## config.mk

```make
export PLATFORM = sky130hd
export DESIGN_NAME = perf_counter_unit
export DESIGN_NICKNAME = d
export VERILOG_FILES = /design/src/rtl/perf_counter_unit.sv
export SDC_FILE = /design/constraint.sdc
export NUM_CORES = 1
export LEC_CHECK = 0
export CAP_MARGIN = 10
export CORE_ASPECT_RATIO = 1.2
export CORE_MARGIN = 8
export CORE_UTILIZATION = 35
export CTS_BUF_LIST = sky130_fd_sc_hd__clkbuf_16
export CTS_CLUSTER_SIZE = 12
export DETAILED_ROUTE_END_ITERATION = 8
export PLACE_DENSITY = 0.58
export SLEW_MARGIN = 0
export SYNTH_ARGS = -nofsm -noshare
export SYNTH_HDL_FRONTEND = slang
export SYNTH_SLANG_ARGS = --single-unit
```

## constraint.sdc

```tcl
create_clock -name clk -period 3.3 [get_ports clk]
set_input_delay 0.66 -clock clk [delete_from_list [all_inputs] [get_ports clk]]
set_output_delay 0.66 -clock clk [all_outputs]
set_load 0.01 [all_outputs]
```

## src/rtl/perf_counter_unit.sv

```systemverilog
// Ten event counters with a valid/ready snapshot port and clear-on-snapshot.
// Define PERF_COUNTER_SATURATE_EN for saturating counters plus perfOverflow.
module perf_counter_unit #(
   parameter int COUNTER_WIDTH = 32,
   parameter int MEM_LANES     = 2,
   parameter int INT_LANES     = 2,
   parameter int DEC_LANES     = 4
) (
   input  logic                      clk,
   input  logic                      rst_n,
   input  logic                      countEnable,
   input  logic                      evIcMiss,
   input  logic                      evIcHit,
   input  logic [MEM_LANES-1:0]      evLoadMiss,
   input  logic [MEM_LANES-1:0]      evLoadHit,
   input  logic                      evStoreMiss,
   input  logic                      evStoreHit,
   input  logic [MEM_LANES-1:0]      evStLdFwdFail,
   input  logic                      evMemDepPredMiss,
   input  logic [INT_LANES-1:0]      evBrPredMiss,
   input  logic [DEC_LANES-1:0]      evBrPredMissDec,
   input  logic                      clearReq,
   input  logic                      snapReq,
   input  logic                      snapClear,
   output logic                      snapValid,
   input  logic                      snapReady,
   output logic [10*COUNTER_WIDTH-1:0] snapData,
   output logic [10*COUNTER_WIDTH-1:0] perfLive
`ifdef PERF_COUNTER_SATURATE_EN
   ,
   output logic [9:0]                perfOverflow
`endif
);

   localparam int NCNT = 10;
   localparam logic [0:0] STATE_IDLE = 1'b0;
   localparam logic [0:0] STATE_HOLD = 1'b1;

   logic [NCNT-1:0][COUNTER_WIDTH-1:0] cnt_q, cnt_d;
   logic [NCNT-1:0][COUNTER_WIDTH-1:0] snap_q, snap_d;
   logic [NCNT-1:0][COUNTER_WIDTH-1:0] inc;
   logic [0:0] state_q, state_d;
   logic capture;
   logic clr;

   function automatic logic [COUNTER_WIDTH-1:0] popcnt(input logic [31:0] v);
      logic [COUNTER_WIDTH-1:0] n;
      n = '0;
      for (int k = 0; k < 32; k++) begin
         n = n + COUNTER_WIDTH'(v[k]);
      end
      return n;
   endfunction

   always_comb begin
      inc[0] = popcnt(32'(evIcMiss));
      inc[1] = popcnt(32'(evIcHit));
      inc[2] = popcnt(32'(evLoadMiss));
      inc[3] = popcnt(32'(evLoadHit));
      inc[4] = popcnt(32'(evStoreMiss));
      inc[5] = popcnt(32'(evStoreHit));
      inc[6] = popcnt(32'(evStLdFwdFail));
      inc[7] = popcnt(32'(evMemDepPredMiss));
      inc[8] = popcnt(32'(evBrPredMiss));
      inc[9] = popcnt(32'(evBrPredMissDec));
   end

   // Capture samples the registers, so the capture cycle's events are excluded.
   assign capture = (state_q == STATE_IDLE) && snapReq;
   assign clr     = clearReq || (capture && snapClear);

   always_comb begin
      state_d = state_q;
      snap_d  = snap_q;
      if (state_q == STATE_IDLE) begin
         if (snapReq) begin
            snap_d  = cnt_q;
            state_d = STATE_HOLD;
         end
      end else if (snapReady) begin
         state_d = STATE_IDLE;
      end
   end

`ifdef PERF_COUNTER_SATURATE_EN
   logic [NCNT-1:0] ovf_q, ovf_d;
   logic [COUNTER_WIDTH:0] sum;

   always_comb begin
      cnt_d = cnt_q;
      ovf_d = ovf_q;
      sum   = '0;
      if (clr) begin
         cnt_d = '0;
         ovf_d = '0;
      end else if (countEnable) begin
         for (int i = 0; i < NCNT; i++) begin
            sum = {1'b0, cnt_q[i]} + {1'b0, inc[i]};
            if (sum[COUNTER_WIDTH]) begin
               cnt_d[i] = '1;
               ovf_d[i] = 1'b1;
            end else begin
               cnt_d[i] = sum[COUNTER_WIDTH-1:0];
            end
         end
      end
   end

   always_ff @(posedge clk or negedge rst_n) begin
      if (!rst_n) begin
         ovf_q <= '0;
      end else begin
         ovf_q <= ovf_d;
      end
   end

   assign perfOverflow = ovf_q;
`else
   always_comb begin
      cnt_d = cnt_q;
      if (clr) begin
         cnt_d = '0;
      end else if (countEnable) begin
         for (int i = 0; i < NCNT; i++) begin
            cnt_d[i] = cnt_q[i] + inc[i];
         end
      end
   end
`endif

   always_ff @(posedge clk or negedge rst_n) begin
      if (!rst_n) begin
         cnt_q   <= '0;
         snap_q  <= '0;
         state_q <= STATE_IDLE;
      end else begin
         cnt_q   <= cnt_d;
         snap_q  <= snap_d;
         state_q <= state_d;
      end
   end

   assign snapValid = (state_q == STATE_HOLD);
   assign snapData  = snap_q;
   assign perfLive  = cnt_q;

endmodule

```

==> results of run 1 <==
worst reg2reg max path, cell delays in order (launching register included):
cell	delay [ns]
dfrtp_1	0.39
ha_1	0.24
ha_1	0.19
and3_1	0.25
nand4_1	0.14
or3_1	0.41
or4_1	0.42
a21oi_1	0.16
state kept, by name, indices dropped and copies added (netlist names):
register / cells
snapData: 320
snapValid: 1
perfLive: 320
final cells by class:
cell class,count,share of cell area [%]
diodes,1,0.00650
clock buffers,73,4.75
clock inverters,45,0.676
inverters,37,0.361
multi-input cells,2171,29.2
flip-flops and latches,641,41.7
well taps,1035,3.36
repair buffers,768,20.0
routing by layer:
layer / track usage (%) / part of all wire [%]
met1: 25.7 / 41
met2: 35.6 / 49
met3: 5.48 / 6.9
met4: 5.47 / 2.2
met5: 0 / 0
Yosys cell counts (4+ instances only):
master / number / share of area, %
nand2b_1: 4 / 0.090
or4_1: 10 / 0.27
buf_2: 9 / 0.16
and4_1: 24 / 0.75
nand4_1: 123 / 2.8
xnor2_1: 75 / 2.4
o31ai_1: 7 / 0.19
nor4_1: 17 / 0.38
nor2_1: 302 / 4.1
xor2_1: 181 / 5.7
nor3_1: 36 / 0.64
or3_1: 32 / 0.72
ha_1: 15 / 0.67
inv_1: 37 / 0.50
nand2_1: 1007 / 14
mux2i_1: 21 / 0.75
nor4_2: 4 / 0.18
clkbuf_1: 128 / 1.7
dfrtp_1: 641 / 57
and2_1: 14 / 0.31
a21oi_1: 42 / 0.75
fa_1: 7 / 0.50
nor4_4: 5 / 0.38
o21ai_0: 61 / 1.1
and3_1: 37 / 0.83
nor2b_1: 4 / 0.090
nand3_1: 105 / 1.9
kinds of logic (layout without fill, tap and decap cells):
logic type | after synthesis | count (layout)
XOR/XNOR | 256 | 256
multiplexers | 21 | 21
AND/OR/NAND/NOR | 1753 | 1753
other | 0 | 1
AO/OA/AOI/OAI | 119 | 119
buffers and inverters | 176 | 923
adder cells (fa/ha/maj) | 22 | 22
flip-flops | 641 | 641
where the power goes:
| group | total (W) | internal, W | switching [W] |
|---|---|---|---|
| sequential | 0.00797 | 0.00792 | 0.0000545 |
| combinational | 0.000993 | 0.000286 | 0.000707 |
| clock | 0.00735 | 0.00413 | 0.00321 |
how the worst max path moves through the flow:
stage | end | depth (start not counted)
floorplan | perfLive[319]$_DFFE_PN0P_ | 8
global placement | perfLive[319]$_DFFE_PN0P_ | 10
detailed placement | perfLive[319]$_DFFE_PN0P_ | 10
CTS | perfLive[319]$_DFFE_PN0P_ | 10
global route | perfLive[319]$_DFFE_PN0P_ | 10
finish | perfLive[319]$_DFFE_PN0P_ | 10
stage by stage:
step / setup slack, ns / util (%) / area, µm²
floorplan: 0.215 / - / 27900
global placement: -0.157 / 46.0 / 36400
detailed placement: -0.166 / 46.0 / 36400
CTS: 0.483 / 48.6 / 38500
global route: 0.326 / 48.6 / 38500
finish: 0.435 / 48.6 / 38500
==> out/results.ini, run 1 <==
[status]
outcome=complete, no violations

[cts]
root_buffer=clkbuf_16
path_clk_slew_ns=0.06
post_cts_resized=0
cts_max_level=3
cts_tree=yes
clk_latency_ns=0.61
cts.path.max_buffers=3
cts_num_sinks=641
cts_setup_buffers=0
cts_made_buffers=71
hold_buffers=0

[critical_path]
path_buf_inv=3
worstSetupEndpointType=flip-flop
max_stage_delay_ns=0.56
rr_startpoint=perfLive[224]$_DFFE_PN0P_
crit_chain=clkdlybuf4s50_1 -> fa_1 -> inv_1 -> fa_1 -> nand2b_1 -> a211oi_2 -> buf_4 -> nand4_4 -> or4_1 -> a21oi_1
worstPathRequired_ns=3.83
path_delay_family=adder cells
cp-start-kind=input port
critPathKind=in2reg
worst_path_most_repeated_cell=fa_1
r2r_end=perfLive[254]$_DFFE_PN0P_
r2r_slack_ns=1.02
crit_arrival_ns=3.39
r2r_cells=7
worst-path-max-fanout=5
critPathLaunch=evBrPredMissDec[0]
crit_path_top_delay_cell=fa_1

[global_routing]
antenna_found_initial=3
grt_pass1_vias=23300
grt_pass1_wl_mm=147
grt_overflow=0
grt_usage_pct=20.8
grt_max_degree=101

[synth]
yosys.area_share.adder_pct=1.17
synth_edf_count=0
yosysUniqueCellTypes=51
yosysWarningCount=0
synthXorXnorAreaFrac_pct=8.03
ys_seq_area_share_pct=57.4
synthesis.area_mm2=0.0279
synthMuxAreaShare_pct=0.752
synth-seq-cells=641
synth_top_family_by_area=simple AND/OR/NAND/NOR gates
syn_nets=3034
async_flop_share_pct=100
synth-compound-area-share_pct=2.32
synth_cells=2988
synthFlopType=dfrtp_1
synth-simple-area-share_pct=27.9
synthesis.area_per_instance_um2=9.35

[place]
placed_cells=4652
dp.final_hpwl_mm=69.9
port_buffers=664
place.gp.congestion=0.837

[power_and_ir_drop]
p_total_w=0.0163
p_per_area_mw_per_mm2=424
p_leak_nw=17.7
peakVddDrop_uv=318

[detailed_routing]
vias_per_cell=4.90
vias=23400
wl_mm=95.3
first_iter_violations=1417
ant_nets=0
dr.pass1.iters=4
remaining_drc_errors=0
wl_per_cell_um=20.0

[sta]
timing.final.crit_period_ns=2.86
period_share_pct=86.8
relSlewSlack_pct=44.7
setup_tns_ns=0
fmax_mhz=349
worst_pin_slew_ns=0.822
hold_viol=0
finalClockSkew_ns=0.0253
whs_ns=0.0259
setup_violations=0
rsz0062_at_grt=false
maxSlewViolCount=0

[layout]
layout_common_cells=nand2_1 (1006), clkdlybuf4s50_1 (662), dfrtp_1 (641)
fillers=7493
area_growth_pct=37.8
regArea_mm2=0.0160
drive_above_1_share_pct=5.92
layout_commonest_cell=nand2_1
instances_no_fill=4771
final_net_count=3736
multi_input_area_mm2=0.0112

[floorplanning]
ios=665
dieWidth_um=274
start_util_pct=35.3
core_region_area_mm2=0.0792
fp.dieH_um=325
fp.dieArea_mm2=0.0892
num_rows=113

[hold_path]
hold_path.class=in2async

[run]
maxCapViolCount=0

Power figures use the tool's default switching activity.
==> inputs of run 2 (changes only) <==
--- a/config.mk
+++ b/config.mk
@@ -13,7 +13,7 @@
 export CTS_CLUSTER_SIZE = 12
 export DETAILED_ROUTE_END_ITERATION = 8
 export PLACE_DENSITY = 0.58
-export SLEW_MARGIN = 0
+export SLEW_MARGIN = 25
 export SYNTH_ARGS = -nofsm -noshare
 export SYNTH_HDL_FRONTEND = slang
 export SYNTH_SLANG_ARGS = --single-unit
==> constraint.sdc (replaced) <==
create_clock -name clk -period 3.6 [get_ports clk]
set_input_delay 0.72 -clock clk [delete_from_list [all_inputs] [get_ports clk]]
set_output_delay 0.72 -clock clk [all_outputs]
set_load 0.01 [all_outputs]
==> out/results.ini, run 2 (same netlist as run 1, synthesis figures left out) <==
[status]
outcome=complete, no violations  ; unchanged

[detailed_routing]
wl_mm=94.7  ; was 95.3 mm
dr.pass1.iters=5  ; was 4
vias_per_cell=4.89  ; was 4.90
ant_nets=0  ; unchanged
first_iter_violations=1468  ; was 1417
wl_per_cell_um=20.0  ; about the same
vias=23200  ; was 23.4k
remaining_drc_errors=0  ; unchanged

[cts]
cts_setup_buffers=0  ; unchanged
cts_num_sinks=641  ; unchanged
cts_tree=yes  ; unchanged
cts.path.max_buffers=3  ; unchanged
hold_buffers=0  ; unchanged
cts_max_level=3  ; unchanged
path_clk_slew_ns=0.06  ; about the same
post_cts_resized=0  ; unchanged
root_buffer=clkbuf_16  ; unchanged
cts_made_buffers=71  ; unchanged
clk_latency_ns=0.61  ; about the same

[run]
maxCapViolCount=0  ; unchanged

[sta]
period_share_pct=82.0
timing.final.crit_period_ns=2.95
maxSlewViolCount=0  ; unchanged
worst_slack_ns=0.649  ; was 0.435 ns
fmax_mhz=339
hold_viol=0  ; unchanged
worst_pin_slew_ns=0.961  ; was 0.822 ns
setup_tns_ns=0  ; unchanged
finalClockSkew_ns=0.0185  ; was 0.0253 ns
setup_violations=0  ; unchanged
rsz0062_at_grt=false  ; unchanged
relSlewSlack_pct=35.4  ; was 44.7%

[layout]
regArea_mm2=0.0160  ; unchanged
final_net_count=3706  ; was 3736
antenna_cells=0  ; was 1
layout_common_cells=nand2_1 (1006), clkdlybuf4s50_1 (662), dfrtp_1 (641)  ; unchanged
area_growth_pct=37.3  ; was 37.8%
multi_input_area_mm2=0.0112  ; unchanged
layout_commonest_cell=nand2_1  ; unchanged
fillers=7478  ; was 7493
drive_above_1_share_pct=5.26  ; was 5.92%

[critical_path]
crit_chain=clkdlybuf4s50_1 -> fa_1 -> inv_1 -> fa_1 -> nand2b_1 -> a211oi_2 -> buf_4 -> nand4_4 -> or4_1 -> a21oi_1  ; unchanged
path_buf_inv=3  ; unchanged
critPathKind=in2reg  ; unchanged
crit_path_top_delay_cell=fa_1  ; unchanged
worst_path_most_repeated_cell=fa_1  ; unchanged
critPathLaunch=evBrPredMissDec[0]  ; unchanged
worst-path-max-fanout=6  ; was 5
max_stage_delay_ns=0.57  ; was 0.56 ns
worstPathRequired_ns=4.13  ; was 3.83 ns
worstSetupEndpointType=flip-flop  ; unchanged
rr_startpoint=perfLive[101]$_DFFE_PN0P_  ; was perfLive[224]$_DFFE_PN0P_
path_delay_family=adder cells  ; unchanged
crit_arrival_ns=3.48  ; was 3.39 ns
cp-start-kind=input port  ; unchanged

[power_and_ir_drop]
power.clock.fraction_pct=45.6  ; was 45.0%
sequentialPowerShare_pct=48.4  ; was 48.9%
intPower_w=0.0114  ; was 0.0123 W
p_sw_share_pct=24.3  ; was 24.4%
p_switching_w=0.00367  ; was 0.00398 W
peakVddDrop_uv=302  ; was 318 µV
power.share.combinational_pct=6.0  ; was 6.1%
p_leak_nw=17.6  ; was 17.7 nW
p_per_area_mw_per_mm2=394  ; was 424 mW/mm²

[floorplanning]
ios=665  ; unchanged
dieWidth_um=274  ; unchanged
start_util_pct=35.3  ; unchanged
fp.dieH_um=325  ; unchanged
fp.dieArea_mm2=0.0892  ; unchanged
num_rows=113  ; unchanged
core_region_area_mm2=0.0792  ; unchanged

[global_routing]
antenna_found_initial=2  ; was 3
grt_max_degree=101  ; unchanged
grt_usage_pct=20.7  ; was 20.8%
grt_pass1_wl_mm=146  ; was 147 mm
grt_overflow=0  ; unchanged
grt_pass1_vias=23200  ; was 23.3k

[place]
pre_cts_ws_ns=0.0118  ; was -0.166 ns
place.gp.congestion=0.826  ; was 0.837
dp.final_hpwl_mm=69.1  ; was 69.9 mm
port_buffers=664  ; unchanged

[hold_path]
hold_path.class=in2async  ; unchanged

==> run 2: cell count changes in the layout (fill, tap and decap cells not counted), sizes merged <==
cell | previous run | this run
buf | 106 | 76
bufinv | 2 | 3
clkbuf | 73 | 74
clkinv | 27 | 25
diode | 1 | 0
inv | 53 | 57
==> run 2: layer usage <==
layer / global-route usage (%) / wire length, µm
met1: 25.3 / 38500
met2: 35.6 / 47300
met3: 5.70 / 6840
met4: 5.66 / 2010
met5: 0 / 22
==> run 2: cell type report <==
cell class	instances	share of cell area, %
Tap cell	1035	3.38
Multi-Input combinational cell	2171	29.3
Timing Repair Buffer	738	19.5
Clock inverter	48	0.763
Sequential cell	641	41.8
Clock buffer	74	4.83
Inverter	37	0.362
==> run 2: final timing paths <==
| kind | end | slack, ns | depth (start not counted) |
|---|---|---|---|
| min in group clk | snapData[94]$_DFFE_PN0P_ | 0.47 | 2 |
| max reg2reg | perfLive[120]$_DFFE_PN0P_ | 1.23 | 5 |
| min reg2reg | snapData[94]$_DFFE_PN0P_ | 0.47 | 2 |
| max in group asynchronous | perfLive[140]$_DFFE_PN0P_ | 2.61 | 3 |
| max | perfLive[319]$_DFFE_PN0P_ | 0.65 | 10 |
| min | snapData[92]$_DFFE_PN0P_ | 0.09 | 1 |
==> run 2: power groups by stage <==
| stage | Combinational (W) | Clock (W) | Sequential [W] |
|---|---|---|---|
| after floorplan | 0.000363 | 0 | 0.00745 |
| after global placement | 0.000940 | 0 | 0.00744 |
| after detailed placement | 0.000941 | 0 | 0.00744 |
| after CTS | 0.000944 | 0.00710 | 0.00731 |
| after global routing | 0.00101 | 0.00736 | 0.00731 |
| final | 0.000910 | 0.00688 | 0.00731 |
==> run 2: per-stage QoR <==
stage	area, µm²	util, %	total power (W)	hold slack (ns)	instances
2_1_floorplan	27900	-	0.00781	0.424	2988
3_3_place_gp	36200	45.7	0.00838	0.456	4622
3_5_place_dp	36200	45.7	0.00838	0.461	4622
4_1_cts	38400	48.4	0.0153	0.0704	4744
5_1_grt	38400	48.4	0.0157	0.0996	4744
6_report	38400	48.4	0.0151	0.0915	4744
==> inputs of run 3 (changes only) <==
==> constraint.sdc (replaced) <==
create_clock -name clk -period 2.9 [get_ports clk]
set_input_delay 0.58 -clock clk [delete_from_list [all_inputs] [get_ports clk]]
set_output_delay 0.58 -clock clk [all_outputs]
set_load 0.01 [all_outputs]
==> out/results.ini, run 3 (same netlist as run 1, synthesis figures left out) <==
[cts]
cts_tree=yes  ; unchanged
cts_num_sinks=641  ; unchanged
post_cts_resized=0  ; unchanged
cts_max_level=3  ; unchanged
root_buffer=clkbuf_16  ; unchanged
clk_latency_ns=0.61  ; about the same
cts.path.max_buffers=3  ; unchanged
cts_setup_buffers=0  ; unchanged
path_clk_slew_ns=0.06  ; about the same
cts_made_buffers=71  ; unchanged

[global_routing]
grt_overflow=0  ; unchanged
antenna_found_initial=3  ; was 2
grt_pass1_wl_mm=149  ; was 146 mm
grt_max_degree=93  ; was 101
grt_usage_pct=21.1  ; was 20.7%
grt_pass1_vias=23500  ; was 23.2k

[critical_path]
cp-endpoint=perfLive[313]$_DFFE_PN0P_  ; was perfLive[319]$_DFFE_PN0P_
max_stage_delay_ns=0.54  ; was 0.57 ns
r2r_slack_ns=0.67  ; was 1.23 ns
critPathLaunch=evBrPredMissDec[0]  ; unchanged
worstPathRequired_ns=3.43  ; was 4.13 ns
worstSetupEndpointType=flip-flop  ; unchanged
worst-path-max-fanout=2  ; was 6
r2r_end=perfLive[120]$_DFFE_PN0P_  ; unchanged
crit_arrival_ns=3.28  ; was 3.48 ns
rr_startpoint=perfLive[110]$_DFFE_PN0P_  ; was perfLive[101]$_DFFE_PN0P_
r2r_cells=5  ; unchanged
worst_path_most_repeated_cell=fa_1  ; unchanged
crit_chain=clkdlybuf4s50_1 -> fa_1 -> inv_1 -> fa_1 -> nand2b_1 -> a211oi_4 -> buf_4 -> nand3_1 -> or3_1 -> a21oi_1  ; was clkdlybuf4s50_1 -> fa_1 -> inv_1 -> fa_1 -> nand2b_1 -> a211oi_2 -> buf_4 -> nand4_4 -> or4_1 -> a21oi_1
cp-start-kind=input port  ; unchanged
critPathKind=in2reg  ; unchanged
crit_path_top_delay_cell=fa_1  ; unchanged

[layout]
final_net_count=3747  ; was 3706
drive_above_1_share_pct=6.35  ; was 5.26%
instances_no_fill=4785  ; was 4744
area_growth_pct=38.5  ; was 37.3%
final_area_mm2=0.0387  ; was 0.0384 mm²
final_core_utilization_pct=48.9  ; was 48.4%
layout_commonest_cell=nand2_1  ; unchanged
layout_common_cells=nand2_1 (1006), clkdlybuf4s50_1 (662), dfrtp_1 (641)  ; unchanged

[sta]
rsz0062_at_grt=false  ; unchanged
worst_pin_slew_ns=0.625  ; was 0.961 ns
hold_viol=0  ; unchanged
finalClockSkew_ns=0.0257  ; was 0.0185 ns
maxSlewViolCount=0  ; unchanged
worst_slack_ns=0.153  ; was 0.649 ns
setup_tns_ns=0  ; unchanged
setup_violations=0  ; unchanged
timing.final.crit_period_ns=2.75
relSlewSlack_pct=57.9  ; was 35.4%
fmax_mhz=364
period_share_pct=94.7

[detailed_routing]
vias=23200  ; about the same
wl_per_cell_um=20.1  ; was 20.0 µm
ant_nets=0  ; unchanged
first_iter_violations=1285  ; was 1468
dr.pass1.iters=5  ; unchanged
vias_per_cell=4.85  ; was 4.89
wl_mm=96.3  ; was 94.7 mm
remaining_drc_errors=0  ; unchanged

[floorplanning]
ios=665  ; unchanged
fp.dieArea_mm2=0.0892  ; unchanged
fp.dieH_um=325  ; unchanged
num_rows=113  ; unchanged
core_region_area_mm2=0.0792  ; unchanged
dieWidth_um=274  ; unchanged
start_util_pct=35.3  ; unchanged

[status]
outcome=complete, no violations  ; unchanged

[power_and_ir_drop]
p_leak_nw=17.8  ; was 17.6 nW
peakVddDrop_uv=358  ; was 302 µV
p_per_area_mw_per_mm2=483  ; was 394 mW/mm²

[place]
pre_cts_ws_ns=-0.483  ; was 0.0118 ns
placed_cell_area_mm2=0.0366  ; was 0.0362 mm²
place.gp.congestion=0.849  ; was 0.826
dp.final_hpwl_mm=70.4  ; was 69.1 mm
port_buffers=664  ; unchanged
placed_cells=4662  ; was 4622

[hold_path]
hold_path.class=reg2reg  ; was in2async
whs_path_depth=2

[run]
maxCapViolCount=0  ; unchanged

## run 3: cell count changes in the layout (fill, tap and decap cells not counted)
cell / delta
buf_12: +3
clkinv_8: +1
clkinv_2: +5
clkinv_1: -5
a211oi_2: -1
nor2_4: +1
clkbuf_16: -1
nor2_2: -1
a211oi_4: +1
diode_2: +2
buf_4: +37
inv_6: -2
dlygate4sd3_1: +1
## run 3: layer usage
| metal | vias up | part of all wire (%) | wire [µm] | track usage, % |
|---|---|---|---|---|
| li1 | 11100 | - | - | - |
| met1 | 11300 | 41 | 39700 | 26.1 |
| met2 | 631 | 49 | 47300 | 35.6 |
| met3 | 123 | 7.1 | 6820 | 5.98 |
| met4 | 2 | 2.6 | 2470 | 6.04 |
| met5 | - | 0.0073 | 7 | 0 |
## run 3: through the flow
stage          total power, W  hold WS, ns
2_1_floorplan         0.00970        0.284
3_3_place_gp           0.0104        0.456
3_5_place_dp           0.0104        0.461
4_1_cts                0.0190        0.475
5_1_grt                0.0194        0.487
6_report               0.0187        0.469
## run 3: worst min-delay path by stage
stage / end / start / slack [ns]
2_1_floorplan: perfLive[0]$_DFFE_PN0P_ / rst_n / 0.28
3_3_place_gp: snapData[169]$_DFFE_PN0P_ / snapData[169]$_DFFE_PN0P_ / 0.46
4_1_cts: snapData[80]$_DFFE_PN0P_ / rst_n / 0.48
5_1_grt: snapData[296]$_DFFE_PN0P_ / snapData[296]$_DFFE_PN0P_ / 0.49
6_report: snapData[123]$_DFFE_PN0P_ / snapData[123]$_DFFE_PN0P_ / 0.47
3_5_place_dp: snapData[252]$_DFFE_PN0P_ / snapData[252]$_DFFE_PN0P_ / 0.46
## run 3: where the power goes
group | internal, W | leakage, nW | switching (W) | total [W]
Combinational | 0.000338 | 7.74 | 0.000812 | 0.00115
Sequential | 0.00901 | 8.94 | 0.0000639 | 0.00907
Clock | 0.00480 | 1.11 | 0.00368 | 0.00848
## run 3: area by class of cell
class,count,area [µm²]
clock buffer,73,1830
tap,1035,1290
fill,7539,40500
sequential,641,16000
multi-input combinational,2171,11300
timing repair buffer,779,7840
antenna,2,5.00
clock inverter,47,298
inverter,37,139
## run 3: repair_timing
action                                 CTS  global route
endpoints found under the hold margin   41             0
setup endpoints to repair                0             2
hold buffers                             1             0
## run 3: critical path, delay by kind of cell
family                   cells  cell delay, ns
AO/OA/AOI/OAI                2            0.47
adder cells (fa/ha/maj)      2            0.95
buffers and inverters        3            0.66
AND/OR/NAND/NOR              3            0.64
